$ cat src/rtl/atmr_vote_sched.sv
// Self-test sweep scheduler and majority-vote monitor for ori/mai/men ATMR replicas.
// Optional first-failing-vector capture is compiled in with `define ATMR_FIRST_FAIL_EN.
module atmr_vote_sched #(
  parameter int VEC_W  = 7,
  parameter int OUT_W  = 10,
  parameter int CNT_W  = 8,
  parameter int SETTLE = 1
) (
  input  logic               clk,
  input  logic               rst_n,
  input  logic               start,
  input  logic               abort,
  output logic [VEC_W-1:0]   vec_o,
  input  logic [OUT_W-1:0]   ori_i,
  input  logic [OUT_W-1:0]   mai_i,
  input  logic [OUT_W-1:0]   men_i,
  output logic [OUT_W-1:0]   voted_o,
  output logic               voted_vld,
  output logic [CNT_W-1:0]   err_ori,
  output logic [CNT_W-1:0]   err_mai,
  output logic [CNT_W-1:0]   err_men,
  output logic [VEC_W:0]     unan_cnt,
  output logic               busy,
  output logic               done
`ifdef ATMR_FIRST_FAIL_EN
  ,
  output logic [VEC_W-1:0]   ff_ori,
  output logic [VEC_W-1:0]   ff_mai,
  output logic [VEC_W-1:0]   ff_men,
  output logic [2:0]         ff_vld
`endif
);

  // state | meaning
  // IDLE  | waiting for start, counters hold last results
  // DRIVE | vec_o freshly updated, first settle cycle
  // WAIT  | remaining settle cycles
  // CAPT  | replica outputs sampled, vote and counters updated at cycle end
  // DONE  | one-cycle done pulse
  typedef enum logic [2:0] {
    S_IDLE  = 3'd0,
    S_DRIVE = 3'd1,
    S_WAIT  = 3'd2,
    S_CAPT  = 3'd3,
    S_DONE  = 3'd4
  } state_t;

  localparam logic [3:0]       SETTLE_L = 4'(SETTLE);
  localparam logic [VEC_W-1:0] VEC_LAST = '1;
  localparam logic [CNT_W-1:0] CNT_MAX  = '1;

  state_t           r_state;
  state_t           w_state_nxt;
  logic [3:0]       r_settle;
  logic [VEC_W-1:0] r_vec;
  logic [OUT_W-1:0] r_voted;
  logic             r_vld;
  logic [CNT_W-1:0] r_err_ori;
  logic [CNT_W-1:0] r_err_mai;
  logic [CNT_W-1:0] r_err_men;
  logic [VEC_W:0]   r_unan;

  logic             w_start_ok;
  logic             w_capt;
  logic             w_last;
  logic             w_settling;
  logic [OUT_W-1:0] w_vote;
  logic             w_err_ori;
  logic             w_err_mai;
  logic             w_err_men;
  logic             w_unan;

  assign w_last     = (r_vec == VEC_LAST);
  assign w_settling = (r_state == S_DRIVE) || (r_state == S_WAIT);
  assign w_vote     = (ori_i & mai_i) | (ori_i & men_i) | (mai_i & men_i);
  assign w_err_ori  = |(ori_i ^ w_vote);
  assign w_err_mai  = |(mai_i ^ w_vote);
  assign w_err_men  = |(men_i ^ w_vote);
  assign w_unan     = (ori_i == mai_i) && (mai_i == men_i);

  always_comb begin
    w_state_nxt = r_state;
    w_start_ok  = 1'b0;
    w_capt      = 1'b0;
    case (r_state)
      S_IDLE: begin
        if (start && !abort) begin
          w_state_nxt = S_DRIVE;
          w_start_ok  = 1'b1;
        end
      end
      S_DRIVE, S_WAIT: begin
        if (abort)                 w_state_nxt = S_IDLE;
        else if (r_settle == 4'd1) w_state_nxt = S_CAPT;
        else                       w_state_nxt = S_WAIT;
      end
      S_CAPT: begin
        if (abort) begin
          w_state_nxt = S_IDLE;
        end else begin
          w_capt      = 1'b1;
          w_state_nxt = w_last ? S_DONE : S_DRIVE;
        end
      end
      S_DONE:  w_state_nxt = S_IDLE;
      default: w_state_nxt = S_IDLE;
    endcase
  end

  always_ff @(posedge clk or negedge rst_n) begin
    if (!rst_n) r_state <= S_IDLE;
    else        r_state <= w_state_nxt;
  end

  // DRIVE counts as the first settle cycle, so one vector costs SETTLE+1 cycles
  always_ff @(posedge clk or negedge rst_n) begin
    if (!rst_n) begin
      r_settle  <= '0;
      r_vec     <= '0;
      r_voted   <= '0;
      r_vld     <= 1'b0;
      r_err_ori <= '0;
      r_err_mai <= '0;
      r_err_men <= '0;
      r_unan    <= '0;
    end else begin
      r_vld <= w_capt;
      if (w_start_ok) begin
        r_settle  <= SETTLE_L;
        r_vec     <= '0;
        r_err_ori <= '0;
        r_err_mai <= '0;
        r_err_men <= '0;
        r_unan    <= '0;
      end else begin
        if (w_settling && !abort && (r_settle != 4'd1))
          r_settle <= r_settle - 4'd1;
        if (w_capt) begin
          r_voted <= w_vote;
          if (!w_last) begin
            r_vec    <= r_vec + 1'b1;
            r_settle <= SETTLE_L;
          end
          if (w_err_ori && (r_err_ori != CNT_MAX)) r_err_ori <= r_err_ori + 1'b1;
          if (w_err_mai && (r_err_mai != CNT_MAX)) r_err_mai <= r_err_mai + 1'b1;
          if (w_err_men && (r_err_men != CNT_MAX)) r_err_men <= r_err_men + 1'b1;
          if (w_unan) r_unan <= r_unan + 1'b1;
        end
      end
    end
  end

`ifdef ATMR_FIRST_FAIL_EN
  logic [VEC_W-1:0] r_ff_ori;
  logic [VEC_W-1:0] r_ff_mai;
  logic [VEC_W-1:0] r_ff_men;
  logic [2:0]       r_ff_vld;

  always_ff @(posedge clk or negedge rst_n) begin
    if (!rst_n) begin
      r_ff_ori <= '0;
      r_ff_mai <= '0;
      r_ff_men <= '0;
      r_ff_vld <= '0;
    end else if (w_start_ok) begin
      r_ff_ori <= '0;
      r_ff_mai <= '0;
      r_ff_men <= '0;
      r_ff_vld <= '0;
    end else if (w_capt) begin
      if (w_err_ori && !r_ff_vld[0]) begin
        r_ff_ori    <= r_vec;
        r_ff_vld[0] <= 1'b1;
      end
      if (w_err_mai && !r_ff_vld[1]) begin
        r_ff_mai    <= r_vec;
        r_ff_vld[1] <= 1'b1;
      end
      if (w_err_men && !r_ff_vld[2]) begin
        r_ff_men    <= r_vec;
        r_ff_vld[2] <= 1'b1;
      end
    end
  end

  assign ff_ori = r_ff_ori;
  assign ff_mai = r_ff_mai;
  assign ff_men = r_ff_men;
  assign ff_vld = r_ff_vld;
`endif

  assign vec_o     = r_vec;
  assign voted_o   = r_voted;
  assign voted_vld = r_vld;
  assign err_ori   = r_err_ori;
  assign err_mai   = r_err_mai;
  assign err_men   = r_err_men;
  assign unan_cnt  = r_unan;
  assign busy      = w_settling || (r_state == S_CAPT);
  assign done      = (r_state == S_DONE);

endmodule

$ cat config.mk
export PLATFORM = sky130hd
export DESIGN_NAME = atmr_vote_sched
export DESIGN_NICKNAME = d
export VERILOG_FILES = /design/src/rtl/atmr_vote_sched.sv
export SDC_FILE = /design/constraint.sdc
export NUM_CORES = 1
export LEC_CHECK = 0
export BUFFER_PORTS_ARGS = -buffer_cell sky130_fd_sc_hd__buf_4
export CAP_MARGIN = 10
export CORE_UTILIZATION = 50
export CTS_CLUSTER_SIZE = 40
export DETAILED_ROUTE_END_ITERATION = 10
export PLACE_DENSITY = 0.75
export SLEW_MARGIN = 0
export SYNTH_ARGS = -nofsm -noshare
export SYNTH_HDL_FRONTEND = slang
export SYNTH_SLANG_ARGS = --single-unit
$ cat constraint.sdc
create_clock -name clk -period 4.8 [get_ports clk]
set_clock_uncertainty 0.15 [all_clocks]
set_input_delay 0.72 -clock clk [delete_from_list [all_inputs] [get_ports clk]]
set_output_delay 0.72 -clock clk [all_outputs]
set_load 0.01 [all_outputs]
======== Word-level counts from Yosys, hierarchy flattened ========
Index checks and enable logic that the tools add are counted.
cells by class
  add/subtract/negate cells ............... 6
  eq/ne operators ......................... 14
  mux-type cells .......................... 29
  bitwise operators ....................... 9
  reductions and logical operators ........ 26
operator list
  kind                                                  number
  two-way mux 8 bit                                     12
  adder 8 x 1 -> 8 bit (second input constant)          4
  bitwise AND 10 bit                                    3
  OR reduction 10 bit                                   3
  bitwise XOR 10 bit                                    3
  != test 8 bit (second input constant)                 3
  two-way mux 7 bit                                     3
  equality test 10 bit                                  2
  OR 10 bit                                             2
  two-way mux 4 bit                                     4
  AND reduction 2 bit                                   6
  nonzero test 2 bit                                    5
  two-way mux 3 bit                                     3
  one-hot mux 3 bit (3 select lines)                    1
  adder 7 x 1 -> 7 bit (second input constant)          1
  equality test 7 bit (second input constant)           1
  logical AND 1 bit                                     7
  equality test 3 x 2 -> 1 bit (second input constant)  2
  two-way mux 1 bit                                     5
  equality test 4 x 1 -> 1 bit (second input constant)  1
  != test 2 bit (second input constant)                 2
  != test 4 x 1 -> 1 bit (second input constant)        1
  subtractor 4 x 1 -> 4 bit (second input constant)     1
  equality test 3 x 1 -> 1 bit (second input constant)  1
  other kinds (7)                                       8
word-level totals
  register bits after elaboration ......... 57
  output and inout bits ................... 52
  word-level logic and storage cells ...... 93

======== Depth between registers and ports, before layout ========
  depth in word-level cells ............... 9
  depth in mapped cells ................... 7

======== Worst setup path after synthesis ========
Ideal clock, no wire load.
  kind .................................... input -> register
  start point ............................. in mai_i[3]
  end point ............................... reg r_unan[5], in the netlist unan_cnt[5]
  library setup time ...................... 0.077 ns
  arrival ................................. 2.331 ns
  path slack .............................. 2.241 ns
  cell stages on the path ................. 7
  buffers on the path ..................... 0
  cells stage by stage .................... ha_1 nor4_2 nand4_4 nor2_4 o2111ai_4 or3_1 a21oi_1
on the way
  longest elaborated chain between the ends .. 4
  elaborated cells on any way between the ends .. 5
  those cells by class .................... eq/ne (2); reduce/logical (3)
ends and longest elaborated chain
  element                                   line  source
  start: declaration                        15    input logic [OUT_W-1:0] mai_i,
  equality test 10 bit                      79    assign w_unan = (ori_i == mai_i) && (mai_i == men_i);
  logical AND 1 bit (*)                     79
  nonzero test 2 bit (no source line) (*)   n/a
  AND reduction 2 bit (no source line) (*)  n/a
  end signal: assignment                    147   if (w_unan) r_unan <= r_unan + 1'b1;
  end: declaration                          61    logic [VEC_W:0] r_unan;
Mark *: on every way between the ends. The rest lies on a longest branch, timed or not.
A chain may end at the register's enable or synchronous reset.

======== Final worst setup path ========
  start point ............................. in mai_i[6]
  end point ............................... reg r_unan[5], in the netlist unan_cnt[5]
The elaborated chain is that of the path after synthesis.

==> key figures <==
Timing
  • Final Max Slew Viols: 0
  • Final Cycle Share: 53.1%
  • RSZ-0062 raised after global routing: no
  • Endpoints failing setup: 0
  • Hold Vio Cnt, Final: 0
  • Worst-Margin Slew: 0.727 ns
  • Final TNS setup: 0 ns
  • Max Fclk: 392 MHz
  • Relative slew margins: 51.5%
  • Setup ws final: 2.25 ns
  • Tmin final: 2.55 ns

CTS
  • Cts-stage hold buffer count: 0
  • Total setup buffers inserted after CTS: 0
  • H-tree lvl count: 3
  • CTS tree: built
  • CTS sink cnt: 57
  • Clock Pin Slew Worst Setup and Hold Paths: 0.06 ns
  • Worst skew pair latency: 0.33 ns
  • Post-cts resize count: 0
  • Clock Tree Root: clkbuf_8
  • Clk buf depth: 2
  • TritonCTS buffer count: 9

Global routing
  • Global-route wire length before repair: 14,000 µm
  • All-Layer GR Usage: 24.1%
  • Largest net degree at the start of global routing: 58
  • Vias in the first global route: 2,980
  • GRT Residual Overflow: 0
  • Initial antenna violation count: 0

Route
  • Initial drt markers: 139
  • Top Metal Used: met4
  • DRT Pass-1 Iters: 4
  • Final wirelength: 8630 µm
  • Metal-1 WL: 3970 µm
  • Vias post-DR: 3,172
  • Met3 wire length: 424 µm
  • DR vias/cell: 5.72
  • Met2 WL: 4050 µm
  • DR DRC count: 0
  • Routed Antenna Nets: 0
  • WL/cell: 15.5 µm

Place
  • Placed wire-length estimate: 6470 µm
  • Dpl cells: 541
  • Placer's final routability congestion estimate: 0.850
  • Count of buffers from port buffering: 85
  • DP Worst Slack: 1.91 ns

Floorplan
  • Die Wd: 87.6 µm
  • Die area: 0.00767 mm²
  • Row cnt: 30
  • # IOs: 86
  • Std-Cell Core Area: 0.00694 mm²
  • Die H: 87.6 µm
  • Initial Util: 52.7%

Critical path
  • Crit Path Category: primary input to register
  • Worst R2R Path Depth: 6
  • Crit path DAT: 2.65 ns
  • Crit path capture type: register
  • Setup crit start kind: primary input
  • CP max FO: 6
  • CP required: 4.90 ns

Yosys
  • Synth Net Count: 426
  • Area of the mapped netlist: 0.00366 mm²
  • EDFF count, synth: 0
  • Post-synthesis cell type count: 49
  • Top FF cell, synth: dfrtp_1
  • Register area share after synthesis: 39.0%
  • Post-Synthesis Mean Instance Area: 10.0 µm²
  • FFs w/ async S/R, synth: 100%
  • Flip-flop and latch count after synthesis: 57
  • Post-Synthesis Cells: 365
  • Synth warnings: 0

Layout
  • Share of layout cells above drive strength 1: 26.4%
  • Fin util: 66.6%
  • Area Overhead vs Synth: 26.4%
  • Layout Nets: 517
  • Fin cells: 555
  • Ant. Diodes: 0

Hold path
  • Hold Crit Class: primary input to asynchronous set/reset pin

Pwr
  • Cell Pwr Density: 361 mW/mm²
  • Leakage: 2.21 nW
  • VDD IR max: 0.000201 V

Status
  • Status: finished clean

Run
  • Max Cap Viol: 0
## worst paths after layout
kind / from / endpoint / slack (ns)
max reg2reg: r_state[1]$_DFFE_PN0P_ / unan_cnt[5]$_DFFE_PN0P_ / 2.39
min in group clk: err_mai[2]$_DFFE_PN0P_ / err_mai[2]$_DFFE_PN0P_ / 0.37
max in group asynchronous: rst_n / unan_cnt[2]$_DFFE_PN0P_ / 3.72
min: rst_n / err_men[3]$_DFFE_PN0P_ / 0.29
min reg2reg: err_mai[2]$_DFFE_PN0P_ / err_mai[2]$_DFFE_PN0P_ / 0.37
max: mai_i[6] / unan_cnt[5]$_DFFE_PN0P_ / 2.25
## kinds of logic after synthesis
family          Yosys count  share of synthesized area, %
fa+ha+maj                27                          9.23
mux                      12                          3.32
xor+xnor                 29                          6.94
flops                    57                          39.0
simple gates            158                          24.7
compound gates           72                          15.5
buf+inv                  10                          1.33
## stage by stage
step / power, mW / cell area (µm²) / hold slack (ns)
final: 1.67 / 4630 / 0.289
after global routing: 1.77 / 4630 / 0.354
after CTS: 1.68 / 4630 / 0.319
after detailed placement: 1.14 / 4400 / 0.355
after global placement: 1.12 / 4400 / 0.355
after floorplan: 0.915 / 3660 / 0.274
## final cells by class
| type | count | area, µm² |
|---|---|---|
| clock buffer | 11 | 141 |
| clock inverter | 3 | 90.1 |
| fill | 569 | 2320 |
| inverter | 3 | 11.3 |
| multi-input combinational | 298 | 2180 |
| sequential | 57 | 1430 |
| tap | 96 | 120 |
| timing repair buffer | 87 | 653 |
## power breakdown
part | switching, mW | internal, mW | leakage, nW
clock | 0.194 | 0.354 | 0.115
combinational | 0.258 | 0.229 | 1.33
sequential | 0.0711 | 0.565 | 0.763
total | 0.523 | 1.15 | 2.21
## worst max-delay path: stages
cell	delay [ns]
buf_4	0.13
ha_1	0.32
nor4_2	0.40
nand4_4	0.15
nor2_4	0.25
o2111ai_4	0.16
or3_1	0.37
a21oi_1	0.16
## synthesized netlist by cell type, types with 6 or more instances
cell       number  share of area (%)
nand4_1         9                1.5
o21ai_0         8                1.1
dfrtp_1        57                 39
nand3_1        11                1.5
ha_1           27                9.2
o2111ai_1       7                1.7
nor2_1         47                4.8
or4b_1         15                4.1
a211oi_1       12                2.5
nand2_1        32                3.3
xor2_1         19                4.5
o21bai_1        6                1.2
and3_1         12                2.1
a21oi_1        19                2.6
xnor2_1        10                2.4
mux2i_1        11                3.0
## state kept, by name, indices dropped and copies added, names as in the netlist
| name | flops |
|---|---|
| voted_o | 10 |
| err_mai | 8 |
| err_men | 8 |
| err_ori | 8 |
| unan_cnt | 8 |
| vec_o | 7 |
| r_settle | 4 |
| r_state | 3 |
| voted_vld | 1 |
## routing by layer
metal	up-vias	track usage, %
li1	1553	-
met2	100	38.2
met1	1502	32.4
met4	0	9.39
met5	-	0
met3	17	5.28
## cell usage in the layout, fill, tap and decap left out, types with 2 or more instances in the layout
cell type / n
a211oi_1: 12
and2_1: 3
inv_1: 3
a211oi_2: 2
nand3_1: 11
xor2_1: 19
nand2b_1: 4
clkbuf_8: 10
nor4b_1: 2
buf_4: 87
nor2_1: 47
nor4_2: 5
or2_2: 2
a31o_1: 4
mux2i_1: 11
o21ai_0: 8
and3_1: 12
o2111ai_1: 7
a21oi_1: 19
or3_1: 4
dfrtp_1: 57
nand2_1: 32
nor4_1: 4
a21oi_2: 2
nand4_1: 9
o21ai_1: 3
bufinv_16: 3
or4b_1: 15
ha_1: 27
xnor2_1: 10
o21bai_1: 6
No activity file was read; power rests on OpenSTA's default activity.
